## src/rtl/cont_pkg.sv

```systemverilog
// Shared counter definitions: end-mode constants and next-count helpers that
// the counter and later timer blocks reuse.
package cont_pkg;

  localparam int CONT_WRAP  = 0;
  localparam int CONT_SAT   = 1;
  localparam int CONT_MAX_W = 32;

  // One bit wider than the widest counter so MODULO = 2^WIDTH is representable.
  typedef logic [CONT_MAX_W:0] cont_wide_t;

  function automatic cont_wide_t contNext(input cont_wide_t q, input logic up,
                                          input cont_wide_t modulo, input logic sat);
    cont_wide_t last;
    last = modulo - cont_wide_t'(1);
    if (up) begin
      if (q < last) return q + cont_wide_t'(1);
      else if (sat) return q;
      else return '0;
    end else begin
      if (q != '0) return q - cont_wide_t'(1);
      else if (sat) return q;
      else return last;
    end
  endfunction

  function automatic logic contWraps(input cont_wide_t q, input logic up,
                                     input cont_wide_t modulo, input logic sat);
    cont_wide_t last;
    last = modulo - cont_wide_t'(1);
    return !sat && (up ? (q == last) : (q == '0));
  endfunction

endpackage

```

## src/rtl/cont_sinc_param.sv

```systemverilog
// Parametrised up/down counter with load, enable and wrap-or-saturate end mode,
// a combinational terminal count for cascading and a registered wrap pulse.
module cont_sinc_param
  import cont_pkg::*;
#(
  parameter int WIDTH  = 4,
  parameter int MODULO = 16,
  parameter int INIT   = 0,
  parameter int SAT    = CONT_WRAP
) (
  input  logic             clk,
  input  logic             CLR,
  input  logic             en,
  input  logic             up,
  input  logic             load,
  input  logic [WIDTH-1:0] D,
  output logic [WIDTH-1:0] Q,
  output logic             tc,
  output logic             wrap
);

  if (WIDTH < 1 || WIDTH > CONT_MAX_W) begin : gBadWidth
    $error("cont_sinc_param: WIDTH must be in 1..%0d", CONT_MAX_W);
  end
  if (MODULO < 2 || longint'(MODULO) > (longint'(1) << WIDTH)) begin : gBadModulo
    $error("cont_sinc_param: MODULO must satisfy 2 <= MODULO <= 2^WIDTH");
  end
  if (INIT < 0 || INIT >= MODULO) begin : gBadInit
    $error("cont_sinc_param: INIT must be below MODULO");
  end
  if (SAT != CONT_WRAP && SAT != CONT_SAT) begin : gBadSat
    $error("cont_sinc_param: SAT must be 0 (wrap) or 1 (saturate)");
  end

  localparam logic [WIDTH-1:0] LAST     = WIDTH'(MODULO - 1);
  localparam logic [WIDTH-1:0] INIT_V   = WIDTH'(INIT);
  localparam logic [WIDTH:0]   MOD_W    = (WIDTH + 1)'(MODULO);
  localparam cont_wide_t       MOD_WIDE = cont_wide_t'(MODULO);
  localparam logic             SAT_B    = (SAT == CONT_SAT);

  logic [WIDTH-1:0] count_q, count_d;
  logic             wrap_q, wrap_d;

  // Load beats counting and always clears the wrap pulse; out-of-range load
  // values clamp to the last legal count.
  always_comb begin
    count_d = count_q;
    wrap_d  = 1'b0;
    if (load) begin
      count_d = ({1'b0, D} < MOD_W) ? D : LAST;
    end else if (en) begin
      count_d = WIDTH'(contNext(cont_wide_t'(count_q), up, MOD_WIDE, SAT_B));
      wrap_d  = contWraps(cont_wide_t'(count_q), up, MOD_WIDE, SAT_B);
    end
  end

  always_ff @(posedge clk or posedge CLR) begin
    if (CLR) begin
      count_q <= INIT_V;
      wrap_q  <= 1'b0;
    end else begin
      count_q <= count_d;
      wrap_q  <= wrap_d;
    end
  end

  assign Q    = count_q;
  assign wrap = wrap_q;
  assign tc   = en & (up ? (count_q == LAST) : (count_q == '0));

endmodule

```

## config.mk

```make
export PLATFORM = sky130hd
export DESIGN_NAME = cont_sinc_param
export DESIGN_NICKNAME = d
export VERILOG_FILES = /design/src/rtl/cont_pkg.sv /design/src/rtl/cont_sinc_param.sv
export SDC_FILE = /design/constraint.sdc
export NUM_CORES = 1
export LEC_CHECK = 0
export CORE_AREA = 2 2 39 41
export CTS_BUF_LIST = sky130_fd_sc_hd__clkbuf_2 sky130_fd_sc_hd__clkbuf_4 sky130_fd_sc_hd__clkbuf_8
export CTS_CLUSTER_DIAMETER = 60
export DETAILED_ROUTE_END_ITERATION = 8
export DIE_AREA = 0 0 41 43
export PLACE_DENSITY = 0.71
export SLEW_MARGIN = 20
export SYNTH_ARGS = -nofsm -noshare
export SYNTH_HDL_FRONTEND = slang
export SYNTH_SLANG_ARGS = --single-unit
```

## constraint.sdc

```tcl
create_clock -name clk -period 1.55 [get_ports clk]
set_input_delay 0.3875 -clock clk [delete_from_list [all_inputs] [get_ports clk]]
set_output_delay 0.3875 -clock clk [all_outputs]
set_load 0.02 [all_outputs]
```

==> results.json <==
{
  "clock.fmax_ghz": 0.4990,
  "drive_above_1_share_pct": 53.16,
  "syn_nets": 56,
  "leakagePower_nw": 0.3754,
  "clock_latency_ns": 0.24,
  "hpwl_um": 781,
  "num_rows": 14,
  "final_cells": 95,
  "final_nets": 91,
  "syn-cell-area_um2": 395.4,
  "coreArea_mm2": 0.001384,
  "violations": "setup timing",
  "die-height_um": 43,
  "synth.avg_cell_area_um2": 8.786,
  "gp_congestion": 0.7625,
  "tritoncts": "yes",
  "initial_core_util_pct": 28.57,
  "cts_made_buffers": 3,
  "routed_wl_um": 1182,
  "vias": 461,
  "combPwrFrac_pct": 49.6,
  "max_slew_margin_pct": 81.80,
  "fin_crit_ns": 2.004,
  "grt_pass1_vias": 464,
  "synth_cell_types": 25,
  "crit_path_start": "Q[1]",
  "clock_skew_ns": 0.00009703,
  "drv_slew": 0,
  "seqPwrFrac_pct": 24.6,
  "worst-setup-path-type": "flip-flop to output port",
  "end_kind": "output port",
  "multiInputGateArea_um2": 299.0,
  "finalSetupViolations": 3,
  "power_mw": 0.6499,
  "htreeDepth": 1,
  "fillers": 132,
  "die-area_mm2": 0.001763,
  "power_density_mw_per_mm2": 832.4,
  "port_buffers": 14,
  "peakVddDrop_mv": 0.4143,
  "hp-class": "primary input to asynchronous set/reset pin",
  "cts_sinks": 5,
  "antenna_found_initial": 0,
  "io_pins": 15,
  "worst_setup_path_start_kind": "flip-flop",
  "rsz0062_at_grt": "true",
  "power_frac_clock_pct": 25.7,
  "clk_pin_slew_ns": 0.04,
  "final-seq-area_um2": 127.6,
  "area_delta_synth_final_pct": 97.47,
  "drt_iter0_markers": 6,
  "grt_max_degree": 10,
  "cts-root-buf": "clkbuf_4",
  "gr-total-overflow": 0,
  "status": "finished with violations",
  "layout_worst_path_cycle_share_pct": 129.3,
  "die_w_um": 41,
  "switching_share_pct": 32.19,
  "drtPass1Iterations": 4,
  "grt_use_total_pct": 15.90,
  "synth_seq_area_share_pct": 31.65,
  "ys_ff_latch": 5,
  "finalWorstSetupSlack_ns": -0.4540,
  "crit_arrival_ns": 1.62,
  "hold_viol": 0,
  "cp.required_ns": 1.16,
  "yosys_warnings": 0,
  "synth_cells": 45,
  "holdBufCountCts": 0,
  "remaining_drc_errors": 0,
  "cp_max_fo": 2,
  "dp.cells": 86,
  "r2r-start": "Q[0]",
  "drv_cap": 0,
  "tightest_slew_ns": 0.2722,
  "num_antenna_cells": 0,
  "via_per_inst": 4.853,
  "cts_buffer_depth": 2,
  "p_sw_mw": 0.2092,
  "grt_pass1_wl_um": 1863,
  "routedWlPerCell_um": 12.44,
  "internal_power_mw": 0.4407,
  "final_antenna_net_count": 0
}
final timing paths:
kind	to	slack, ns	cells after the start
max in group asynchronous	Q[0]	1.02	2
setup / recovery	tc	-0.45	6
min in group clk	Q[2]	0.70	3
setup reg to reg	Q[0]	-0.12	8
hold reg to reg	Q[1]	0.75	3
hold / removal	Q[2]	0.35	2
synthesized netlist by cell type (all sizes together):
cell type / number / area [µm²]
a21oi: 3 / 15.01
a221oi: 1 / 15.01
a31o: 1 / 8.760
a31oi: 1 / 6.260
and2: 1 / 6.260
and2b: 1 / 7.510
buf: 2 / 15.01
dfrtp: 5 / 125.1
ha: 2 / 25.02
inv: 5 / 18.77
mux2: 1 / 11.26
mux2i: 1 / 10.01
nand2: 4 / 15.01
nand2b: 2 / 12.51
nand4: 2 / 12.51
nor2: 1 / 3.750
nor3b: 1 / 7.510
o21ai: 6 / 33.78
o311a: 1 / 10.01
o31ai: 1 / 7.510
or3b: 1 / 11.26
xnor2: 2 / 17.52
power groups by stage:
stage	registers, mW	logic [mW]	clock network (mW)
4_1_cts	0.159	0.298	0.173
5_1_grt	0.161	0.349	0.197
3_3_place_gp	0.160	0.262	0
6_report	0.160	0.322	0.167
3_5_place_dp	0.161	0.263	0
2_1_floorplan	0.189	0.108	0
flip-flops by register name (all words and copies together), names as in the netlist:
signal,flops
wrap,1
Q,4
stage by stage:
| step | hold WS (ns) | setup WS (ns) | cell area, µm² | util (%) | setup TNS [ns] |
|---|---|---|---|---|---|
| 3_5_place_dp | 0.5981 | -0.8814 | 655.6 | 47.38 | -1.455 |
| 4_1_cts | 0.3477 | -0.4432 | 750.7 | 54.25 | -0.5337 |
| 3_3_place_gp | 0.5960 | -0.8804 | 655.6 | 47.38 | -1.401 |
| 5_1_grt | 0.3550 | -0.5314 | 780.7 | 56.42 | -0.7725 |
| 6_report | 0.3461 | -0.4540 | 780.7 | 56.42 | -0.5794 |
| 2_1_floorplan | 0.1659 | -0.2066 | 412.9 | - | -0.2069 |
per-layer routing:
metal  routed length (µm)  track usage [%]
met4                    0            2.667
met5                    0                0
met1                  483            19.42
met2                  617            23.75
met3                   80            9.424
kinds of logic after synthesis:
kind of cell    Yosys count  share of synthesized area, %
compound gates           14                         24.37
simple gates             13                         19.30
buf+inv                   7                         8.544
flops                     5                         31.65
xor+xnor                  2                         4.431
mux                       2                         5.380
fa+ha+maj                 2                         6.328
critical path, cell delays in order, from the launching register on:
cell and delay (ns):
dfrtp_2 0.40, inv_2 0.08, ha_4 0.13, or3b_4 0.38, o21ai_2 0.12, and2_4 0.16, buf_6 0.11
cell usage in the layout, fill, tap and decap left out, types with 3 or more instances in the layout:
cell type / n
nand2_1: 3
buf_6: 5
inv_1: 3
clkdlybuf4s50_1: 8
buf_4: 15
clkbuf_4: 4
dfrtp_1: 3
final cells by class:
cell class | instances | share of cell area (%)
timing repair buffer | 32 | 36.54
clock buffer | 4 | 3.846
sequential | 5 | 16.35
tap | 16 | 2.564
inverter | 5 | 2.404
multi-input combinational | 33 | 38.30
repair_timing:
| item | 4_1_cts | 5_1_grt |
|---|---|---|
| hold endpoints to repair | 0 | 0 |
| buffers inserted | 4 | 1 |
| gates resized for setup | 24 | 9 |
| endpoints found under the setup margin | 8 | 8 |
| pin swaps | 4 | 2 |
(Power assumes the default switching activity.)
